`src/rtl/lcd_sequencer.sv`:
```
// -----------------------------------------------------------------------------
// lcd_sequencer
//   Drives the character-LCD write block. After reset it idles for the LCD
//   power-up time, issues the four-byte HD44780 init sequence, then accepts one
//   command/data byte at a time from the processor over a req/ack handshake.
//   Every issued byte is followed by the LCD execution time before anything
//   else is issued.
//
// Ports
//   clk              system clock, rising edge
//   rst_n            synchronous active-low reset
//   req              processor request, held high until ack
//   req_rs           0 = command byte, 1 = data byte
//   req_data         byte to write
//   ack              one-cycle pulse: request accepted and issued
//   busy             high whenever the sequencer is not idle
//   init_done        high once the init sequence has completed (sticky)
//   lcd_instruction  32'h0 = command, 32'h1 = data
//   lcd_data         {24'h0, byte}
//   lcd_en           one-cycle issue strobe to the write block
// -----------------------------------------------------------------------------
module lcd_sequencer #(
  parameter int POWERUP_WAIT = 1_000_000,
  parameter int CMD_WAIT     = 2_500,
  parameter int CLR_WAIT     = 82_000,
  parameter int CNT_W        = 21
) (
  input  logic        clk,
  input  logic        rst_n,
  input  logic        req,
  input  logic        req_rs,
  input  logic [7:0]  req_data,
  output logic        ack,
  output logic        busy,
  output logic        init_done,
  output logic [31:0] lcd_instruction,
  output logic [31:0] lcd_data,
  output logic        lcd_en
);

  typedef enum logic [1:0] {
    PWRUP,
    INIT_ISSUE,
    WAIT,
    IDLE
  } state_t;

  localparam logic [2:0] INIT_LEN = 3'd4;

  state_t           state_q, state_d;
  logic [CNT_W-1:0] cnt_q, cnt_d;
  logic [2:0]       idx_q, idx_d;
  logic             en_d, ack_d, busy_d, init_done_d;
  logic [31:0]      instr_d, data_d;
  logic [7:0]       rom_byte;

  // Function set 8-bit/2-line, display on, entry mode increment, clear.
  function automatic logic [7:0] init_rom(input logic [1:0] idx);
    case (idx)
      2'd0:    return 8'h38;
      2'd1:    return 8'h0C;
      2'd2:    return 8'h06;
      default: return 8'h01;
    endcase
  endfunction

  // Counter load for a byte is N-1: the WAIT state lasts N cycles, starting
  // with the lcd_en cycle. Clear (0x01) and home (0x02/0x03) are the slow ones.
  function automatic logic [CNT_W-1:0] wait_load(input logic rs, input logic [7:0] b);
    if (!rs && (b[7:2] == 6'd0) && (b != 8'd0))
      return CNT_W'(CLR_WAIT - 1);
    else
      return CNT_W'(CMD_WAIT - 1);
  endfunction

  assign rom_byte = init_rom(idx_q[1:0]);

  always_comb begin
    // NOTE: every signal gets a default first so no path leaves it unassigned,
    // which is what would otherwise infer a latch.
    state_d     = state_q;
    cnt_d       = cnt_q;
    idx_d       = idx_q;
    en_d        = 1'b0;
    ack_d       = 1'b0;
    instr_d     = lcd_instruction;
    data_d      = lcd_data;
    init_done_d = init_done;

    case (state_q)
      PWRUP: begin
        if (cnt_q == CNT_W'(POWERUP_WAIT - 1)) begin
          state_d = INIT_ISSUE;
          cnt_d   = '0;
        end else begin
          cnt_d = cnt_q + 1'b1;
        end
      end

      INIT_ISSUE: begin
        en_d    = 1'b1;
        instr_d = 32'h0;
        data_d  = {24'h0, rom_byte};
        cnt_d   = wait_load(1'b0, rom_byte);
        idx_d   = idx_q + 3'd1;
        state_d = WAIT;
      end

      WAIT: begin
        if (cnt_q == '0) begin
          // init_done doubles as the "user traffic" flag: during init a
          // finished wait either fetches the next ROM byte or ends init.
          if (init_done) begin
            state_d = IDLE;
          end else if (idx_q == INIT_LEN) begin
            state_d     = IDLE;
            init_done_d = 1'b1;
          end else begin
            state_d = INIT_ISSUE;
          end
        end else begin
          cnt_d = cnt_q - 1'b1;
        end
      end

      IDLE: begin
        if (req) begin
          en_d    = 1'b1;
          ack_d   = 1'b1;
          instr_d = {31'b0, req_rs};
          data_d  = {24'h0, req_data};
          cnt_d   = wait_load(req_rs, req_data);
          state_d = WAIT;
        end
      end

      default: state_d = PWRUP;
    endcase

    // busy is registered from the next state so that it reads 0 in the cycle
    // right after a reset edge and follows the state register afterwards.
    busy_d = (state_d != IDLE);
  end

  always_ff @(posedge clk) begin
    // NOTE: sequential state uses non-blocking assignments so every register
    // samples the pre-edge values regardless of statement order.
    if (!rst_n) begin
      state_q         <= PWRUP;
      cnt_q           <= '0;
      idx_q           <= '0;
      lcd_en          <= 1'b0;
      ack             <= 1'b0;
      busy            <= 1'b0;
      init_done       <= 1'b0;
      lcd_instruction <= 32'h0;
      lcd_data        <= 32'h0;
    end else begin
      state_q         <= state_d;
      cnt_q           <= cnt_d;
      idx_q           <= idx_d;
      lcd_en          <= en_d;
      ack             <= ack_d;
      busy            <= busy_d;
      init_done       <= init_done_d;
      lcd_instruction <= instr_d;
      lcd_data        <= data_d;
    end
  end

endmodule
```
`config.mk`:
```
export PLATFORM = sky130hd
export DESIGN_NAME = lcd_sequencer
export DESIGN_NICKNAME = d
export VERILOG_FILES = /design/src/rtl/lcd_sequencer.sv
export SDC_FILE = /design/constraint.sdc
export NUM_CORES = 1
export LEC_CHECK = 0
export BUFFER_PORTS_ARGS = -buffer_cell sky130_fd_sc_hd__buf_2
export CORE_ASPECT_RATIO = 1.5
export CORE_UTILIZATION = 33
export DETAILED_ROUTE_END_ITERATION = 16
export GPL_TIMING_DRIVEN = 0
export MAX_ROUTING_LAYER = met4
export REMOVE_ABC_BUFFERS = 1
export SLEW_MARGIN = 30
export SYNTH_ARGS = -nofsm -noshare
export SYNTH_HDL_FRONTEND = slang
export SYNTH_SLANG_ARGS = --single-unit
```
`constraint.sdc`:
```
create_clock -name clk -period 2 [get_ports clk]
set_input_delay 0 -clock clk [delete_from_list [all_inputs] [get_ports clk]]
set_output_delay 0 -clock clk [all_outputs]
set_load 0.005 [all_outputs]
```
# [After elaboration in Yosys (flattened, before gate mapping)]
# Cells that the tools add are included.
[word_totals] register_bits=94
[classes] n_addsub=3 eq_ne=10 mux=21 reduce_logical=16
[op_table] op="32-bit case mux with 2 select lines" n=2
[op_table] op="21-bit case mux with 4 select lines" n=1
[op_table] op="32-bit two-way mux" n=2
[op_table] op="21-bit two-way mux" n=3
[op_table] op="17-bit two-way mux" n=2
[op_table] op="21-bit by 1-bit adder with 21-bit output, second input constant" n=1
[op_table] op="21-bit by 20-bit equality test with 1-bit output, second input constant" n=1
[op_table] op="21-bit zero test" n=1
[op_table] op="21-bit by 1-bit subtractor with 21-bit output, second input constant" n=1
[op_table] op="6-bit case mux with 3 select lines" n=1
[op_table] op="8-bit nonzero test" n=2
[op_table] op="6-bit zero test" n=2
[op_table] op="2-bit two-way mux" n=5
[op_table] op="2-bit case mux with 4 select lines" n=1
[op_table] op="2-bit AND reduction" n=4
[op_table] op="2-bit equality test, second input constant" n=3
[op_table] op="2-bit inequality test, second input constant" n=3
[op_table] op="2-bit by 1-bit equality test with 1-bit output, second input constant" n=2
[op_table] op="2-bit zero test" n=2
[op_table] op="3-bit by 1-bit adder with 3-bit output, second input constant" n=1
[op_table] op="3-bit equality test, second input constant" n=1
[op_table] op="1-bit logical AND" n=3
[op_table] op="1-bit two-way mux" n=3
[op_table] op="1-bit case mux with 2 select lines" n=1
[op_table] op="other kinds (2)" n=2

# [Depth between registers and ports, before layout]
# Gate-level depths: netlist of run 1.
[logic_depth] depth_word=6 ltp_mapped=9

# [Worst setup path before layout of run 1]
# No wires, ideal clock.
[synth_path] path_type="register -> register" start="register cnt_q[0]" end="register cnt_q[20]" t_arrival_ps=2013 t_required_ps=1878 setup_slack_ps=-136 stages_incl_launch_ff=9 synth_period_minus_slack_ps=2136 path_cell_list="dfxtp_1 inv_1 ha_1 or3b_2 nor2_4 nand3_1 or4_1 a21oi_1 o22ai_1"
[synth_between] elab_chain_len=3
[synth_lines] element="from (decl)" line="51" source="logic [CNT_W-1:0] cnt_q, cnt_d;"
[synth_lines] element="from (signal assigned)" line="160" source="cnt_q <= cnt_d;"
[synth_lines] element="21-bit by 1-bit subtractor with 21-bit output, or another cell as far along" line="122" source="cnt_d = cnt_q - 1'b1;"
[synth_lines] element="21-bit two-way mux, or another cell as far along" line="110" source="if (cnt_q == '0) begin"
[synth_lines] element="21-bit case mux with 4 select lines / 2-bit AND reduction (equally long branches)"
# Parallel ways exist; a longest one is shown, timed or not. The select of a mux whose other input is x is not followed.
# A chain may end at the register's enable or synchronous reset.

# [Worst setup path after layout of run 1]
[layout_path] start="register cnt_q[10]" end="register cnt_q[15]"
# The elaborated chain is that of the path after synthesis.

==> out/metrics.csv, run 1 <==
stage,metric,value,unit
critical_path,Worst Path Required,2.22,ns
outcome,status,"complete, but fails checks",
global_routing,initial antenna violation count,0,
outcome,failing checks,negative setup slack,
critical_path,critical path class,flop to flop,
floorplan,Rows,43,
floorplan,die area,0.00986,mm2
global_routing,first-pass GRT wire length,14.2,mm
clocking,maximum root-to-sink buffer count,2,
power,Leak Pwr,1.58,nW
timing,final max-slew violation count,0,
timing,Setup Viol. Count Final,21,
placement,DPL Wire Length,5.91,mm
route,DRC Markers,0,
timing,Tmin final,2.14,ns
floorplan,Starting Density,0.339,
route,via/cell ratio,5.77,
critical_path,"slowest stage cell, crit path",or4_4,
timing,Final period util,1.07,
power,worst vdd ir,0.509,mV
route,via count,3223,
placement,input/output buffers,24,
timing,fmax,0.466,GHz
synth,Cell variety after synth,66,
route,final WL,9.84,mm
floorplan,Core Footprint,0.00920,mm2
timing,setup TNS,-1.57,ns
final_layout,Final Util,0.425,
critical_path,crit-path cells,or4_4 > nor4_4 > a31oi_4 > buf_12 > a31oi_4 > a31oi_1 > nor2_1,
timing,hold slack,0.0313,ns
clocking,clk root buf,clkbuf_16,
floorplan,die height,121,um
hold_path,Hold WC Path Type,input port to flop,
route,1st-pass router iterations,5,
placement,GP Congestion,0.993,
timing,Max-slew headroom,0.563,
clocking,"Clk Latency, worst-skew pair",0.29,ns
critical_path,critical path endpoint category,flop,
timing,RSZ-0062 raised after global routing,yes,
clocking,"CTS clk-pin slew, worst paths",0.06,ns
floorplan,IO Pins,80,
critical_path,Worst Path Max Fanout,6,
critical_path,Worst path max stage delay,0.60,ns
timing,Final Hold Fails,0,
global_routing,grt ovf,0,
clocking,CTS tree,yes,
synth,synth warn,0,
synth,top_reg_cell synth,dfxtp_1,
final_layout,n_diodes,0,
synth,synthesis-stage register bit count,39,
global_routing,vias in the first global route,2836,
power,PwrDens,558,mW/mm2
final_layout,Area Overhead vs Synth,25.3,%
synth,Post-synth EDFFs,0,
critical_path,crit path DAT,2.37,ns
floorplan,Chip Width,81.4,um
final_layout,Nets,465,
route,Iter 0 DRT Violations,382,
synth,register area share after synthesis,0.250,
route,WL/cell,17.6,um
timing,fin worst setup slack,-0.144,ns
critical_path,CP most frequent cell,a31oi_4,
route,Antenna Nets Post-Route,0,
clocking,Num CTS Buffers,5,
final_layout,fill count,886,
synth,Synth Cell Area,0.00312,mm2
critical_path,CP Launch Type,flop,
synth,"Async S/R FF share, synth",0,
synth,Synth Area per Inst,7.73,um2
timing,Least-Margin Pin Slew,0.656,ns
job,total of max-cap violations,0,
final_layout,fraction of layout cells with a size suffix above 1,0.329,
clocking,CTS HTree Levels,2,
clocking,total clock sinks,39,
synth,cell count after synthesis,404,
global_routing,largest net degree at the start of global routing,31,
timing,Clock Skew,0.00484,ns
global_routing,gr usage total,0.197,
sequential cells by signal, indices dropped and copies added, names as in the netlist:
register         count
ack                  1
busy                 1
cnt_q               21
idx_q                3
init_done            1
lcd_data             8
lcd_en               1
lcd_instruction      1
state_q              2
report_power, final:
part           internal (mW)  total (mW)  switching [mW]
clock network          0.621       0.969           0.348
logic                  0.190       0.411           0.221
registers              0.775       0.801          0.0262
through the flow:
step,std cells,total power [mW],setup slack (ns),cell area (um2)
after global placement,509,1.08,-1.40,3010
final,559,2.18,-0.144,3910
after CTS,540,2.11,-0.162,3640
after detailed placement,509,1.08,-0.960,3020
after global routing,559,2.26,-0.204,3910
after floorplan,373,1.00,-0.209,2750
placed cells by master, fill, tap and decap left out, drive strengths merged, types with 7 or more instances in the layout:
cell type,netlist,routed
a21oi,31,31
a31oi,9,9
buf,68,62
clkbuf,17,7
conb,1,55
dfxtp,39,39
ha,7,7
inv,7,7
nand2,27,27
nand3,16,16
nand4,8,8
nor2,30,30
nor3,15,15
nor4,8,8
o21ai,28,28
o22ai,10,10
or4,8,8
xor2,7,7
routing by layer:
layer	global-route usage	share of wire	vias to the layer above
met1	0.204	0.36	1510
met2	0.330	0.50	211
met3	0.0293	0.066	59
li1	-	-	1443
met5	-	0	-
met4	0.146	0.067	0
final timing paths:
| check | to | slack [ns] | cells past startpoint | from |
|---|---|---|---|---|
| min reg2reg | lcd_instruction[0] | 0.50 | 1 | lcd_instruction[0] |
| max | cnt_q[15] | -0.14 | 7 | cnt_q[10] |
| min | lcd_data[4] | 0.03 | 3 | req_data[4] |
| max reg2reg | cnt_q[15] | -0.14 | 7 | cnt_q[10] |
cell families after synthesis:
logic type	synth area share
flip-flops	0.250
multiplexers	0.00681
AND/OR/NAND/NOR	0.257
adder cells (fa/ha/maj)	0.0281
buffers and inverters	0.194
XOR/XNOR	0.0281
AO/OA/AOI/OAI	0.235
other	0.00120
cell usage after synthesis (3+ instances only):
| master | number | area share |
|---|---|---|
| a21oi_1 | 31 | 0.050 |
| a31oi_1 | 8 | 0.016 |
| a32o_1 | 3 | 0.0096 |
| a32oi_1 | 3 | 0.0084 |
| and3_1 | 3 | 0.0060 |
| and4_1 | 3 | 0.0084 |
| buf_2 | 7 | 0.011 |
| buf_4 | 56 | 0.13 |
| buf_6 | 5 | 0.018 |
| clkbuf_1 | 17 | 0.020 |
| dfxtp_1 | 39 | 0.25 |
| ha_1 | 7 | 0.028 |
| inv_1 | 7 | 0.0084 |
| nand2_1 | 27 | 0.032 |
| nand2b_1 | 3 | 0.0060 |
| nand3_1 | 16 | 0.026 |
| nand3b_1 | 4 | 0.0096 |
| nand4_1 | 7 | 0.014 |
| nor2_1 | 29 | 0.035 |
| nor3_1 | 14 | 0.022 |
| nor4_1 | 4 | 0.0080 |
| nor4_2 | 3 | 0.012 |
| o211ai_1 | 3 | 0.0072 |
| o21ai_0 | 27 | 0.043 |
| o22ai_1 | 9 | 0.018 |
| o2bb2ai_1 | 3 | 0.0084 |
| o31ai_1 | 3 | 0.0072 |
| or2_2 | 3 | 0.0060 |
| or3_1 | 3 | 0.0060 |
| or4_1 | 4 | 0.0096 |
| or4_4 | 4 | 0.014 |
| xnor2_1 | 3 | 0.0084 |
| xor2_1 | 7 | 0.020 |
layout make-up:
cell class / instances / area, um2 / area share
timing repair buffer: 66 / 518 / 0.132
clock buffer: 6 / 139 / 0.0355
multi-input combinational: 326 / 2210 / 0.566
tap: 112 / 140 / 0.0358
inverter: 8 / 36.3 / 0.00928
sequential: 39 / 828 / 0.212
clock inverter: 2 / 35.0 / 0.00896
worst max-delay path, delay by kind of cell (launching register included):
| kind | cells | cell delay (ns) |
|---|---|---|
| AND/OR/NAND/NOR | 3 | 1.13 |
| flip-flops | 1 | 0.36 |
| buffers and inverters | 1 | 0.19 |
| AO/OA/AOI/OAI | 3 | 0.39 |
repair_timing:
action	in CTS	in global routing
pin swaps	17	23
setup buffers	18	20
resized for setup	60	35
hold buffers	3	0
endpoints found under the setup margin	27	24
gates cloned	2	0
hold endpoints to repair	3	0
(Power assumes the default switching activity.)
==> run 2, diff against run 1 <==
==> constraint.sdc (replaced) <==
create_clock -name clk -period 2 [get_ports clk]
set_input_delay 0.4 -clock clk [delete_from_list [all_inputs] [get_ports clk]]
set_output_delay 0.4 -clock clk [all_outputs]
set_load 0.005 [all_outputs]
==> out/metrics.csv, run 2 (synthesis results as in run 1) <==
stage,metric,value,unit
outcome,status,"complete, but fails checks",
outcome,failing checks,negative setup slack,
hold_path,Hold WC Path Type,input port to flop,
route,via count,3222,
job,total of max-cap violations,0,
placement,placed cells,509,
final_layout,Nets,462,
route,WL/cell,17.6,um
clocking,CTS tree,yes,
power,PwrDens,554,mW/mm2
floorplan,die area,0.00986,mm2
clocking,clk root buf,clkbuf_16,
final_layout,area of the multi-input gates,0.00225,mm2
final_layout,final std cells w/o fill,556,
power,worst vdd ir,0.506,mV
floorplan,Starting Density,0.339,
timing,Setup Viol. Count Final,21,
final_layout,fraction of layout cells with a size suffix above 1,0.329,
clocking,total clock sinks,39,
final_layout,Area Overhead vs Synth,25.0,%
timing,Clock Skew,0.00547,ns
floorplan,IO Pins,80,
final_layout,number of flip-flops in the largest register,21,
clocking,maximum root-to-sink buffer count,2,
route,via/cell ratio,5.79,
final_layout,storage element area,826,um2
timing,Final Hold Fails,0,
critical_path,CP Launch Type,flop,
route,Antenna Nets Post-Route,0,
timing,Max-slew headroom,0.540,
timing,RSZ-0062 raised after global routing,yes,
floorplan,Core Footprint,0.00920,mm2
critical_path,Critical R2R Capture,cnt_q[5],
critical_path,critical path depth,6,
final_layout,Biggest register,cnt_q,
critical_path,"slowest stage cell, crit path",or4_4,
critical_path,Worst Path Max Fanout,6,
critical_path,crit-path cells,or4_4 > nor4_4 > a31oi_4 > buf_12 > a32oi_1 > nor2_1,
final_layout,n_diodes,0,
route,final WL,9.81,mm
final_layout,"leading cell type in the layout, fill and taps excluded",conb_1,
placement,Area after DPL,0.00302,mm2
global_routing,largest net degree at the start of global routing,31,
critical_path,Worst R2R Start,cnt_q[10],
clocking,hold buffers post-CTS,0,
timing,setup TNS,-1.87,ns
floorplan,die height,121,um
critical_path,Worst path top cell family by delay,simple AND/OR/NAND/NOR gates,
clocking,"Clk Latency, worst-skew pair",0.29,ns
timing,Least-Margin Pin Slew,0.691,ns
critical_path,Worst path max stage delay,0.60,ns
critical_path,critical path class,flop to flop,
critical_path,worst path bufs/invs,1,
timing,final max-slew violation count,0,
floorplan,Rows,43,
placement,DPL Wire Length,5.91,mm
timing,Tmin final,2.16,ns
route,DRC Markers,0,
final_layout,fill count,887,
timing,Final period util,1.08,
global_routing,vias in the first global route,2810,
clocking,Num CTS Buffers,5,
global_routing,first-pass GRT wire length,14.2,mm
critical_path,Worst Path Required,2.15,ns
global_routing,grt ovf,0,
final_layout,Largest regs,"cnt_q x21, lcd_data x8, idx_q x3",
hold_path,hold path startpoint,req_rs,
power,Leak Pwr,1.57,nW
critical_path,Critical Path Start,cnt_q[10],
route,1st-pass router iterations,6,
global_routing,initial antenna violation count,0,
timing,hold slack,0.356,ns
critical_path,critical path endpoint category,flop,
final_layout,"commonest cells after routing, fill and taps aside","55 x conb_1, 30 x buf_4, 25 x nand2_1, 25 x nor2_1",
clocking,"CTS clk-pin slew, worst paths",0.06,ns
final_layout,finished layout cell area,0.00390,mm2
critical_path,crit path DAT,2.31,ns
global_routing,gr usage total,0.196,
placement,input/output buffers,24,
clocking,CTS HTree Levels,2,
placement,GP Congestion,0.993,
floorplan,Chip Width,81.4,um
critical_path,internal reg-to-reg setup slack,-0.16,ns
timing,fin worst setup slack,-0.158,ns
critical_path,worst setup path endpoint,cnt_q[5],
critical_path,R2R depth,6,
route,Iter 0 DRT Violations,355,
timing,fmax,0.463,GHz
==> run 2: cell types whose count changed in the layout (fill, tap and decap cells not counted), moves of 2 or more <==
cell	delta
dlygate4sd3_1	-3
buf_6	+2
o21ai_1	+2
o21ai_2	-2
buf_4	-2
nor4_2	-2
==> run 2: metrics by stage <==
step	setup WS, ns	total power, mW	util
after floorplan	-0.209	1.00	-
after global placement	-1.40	1.08	0.327
after detailed placement	-0.960	1.08	0.328
after CTS	-0.162	2.11	0.392
after global routing	-0.193	2.24	0.424
final	-0.158	2.16	0.424
==> run 2: how the worst min path moves through the flow <==
stage | end | slack [ns] | depth (start not counted)
2_1_floorplan | init_done | 0.49 | 2
3_3_place_gp | lcd_data[7] | 0.48 | 1
3_5_place_dp | lcd_instruction[0] | 0.49 | 1
4_1_cts | lcd_instruction[0] | 0.33 | 2
5_1_grt | lcd_instruction[0] | 0.36 | 2
6_report | lcd_instruction[0] | 0.36 | 2
==> run 2: per-layer routing <==
metal,vias to the layer above,part of all wire,global-route usage
met5,-,0,-
li1,1455,-,-
met1,1508,0.36,0.202
met4,0,0.059,0.150
met2,206,0.53,0.327
met3,53,0.059,0.0293
==> run 2: cell type report <==
cell class                 instances  area share
inverter                           8     0.00930
multi-input combinational        327       0.577
clock buffer                       6      0.0356
sequential                        39       0.212
timing repair buffer              62       0.122
tap                              112      0.0359
clock inverter                     2     0.00898
==> run 2: what timing repair did <==
item,in CTS,in global routing
gates resized for setup,60,39
pin swaps,17,23
gates cloned,2,1
endpoints found under the hold margin,0,0
setup endpoints to repair,27,24
buffers inserted,18,20
==> run 2: power by group <==
| group | internal, mW | total (mW) | switching, mW |
|---|---|---|---|
| Sequential | 0.777 | 0.802 | 0.0256 |
| Combinational | 0.184 | 0.400 | 0.216 |
| Clock | 0.621 | 0.960 | 0.339 |
==> run 2: worst register-to-register path: cells and delay by family (launching register included) <==
family	cells	cell delay (ns)
DFF	1	0.36
buffers and inverters	1	0.19
and+or+nand+nor	3	1.07
AOI/OAI and AO/OA	2	0.39
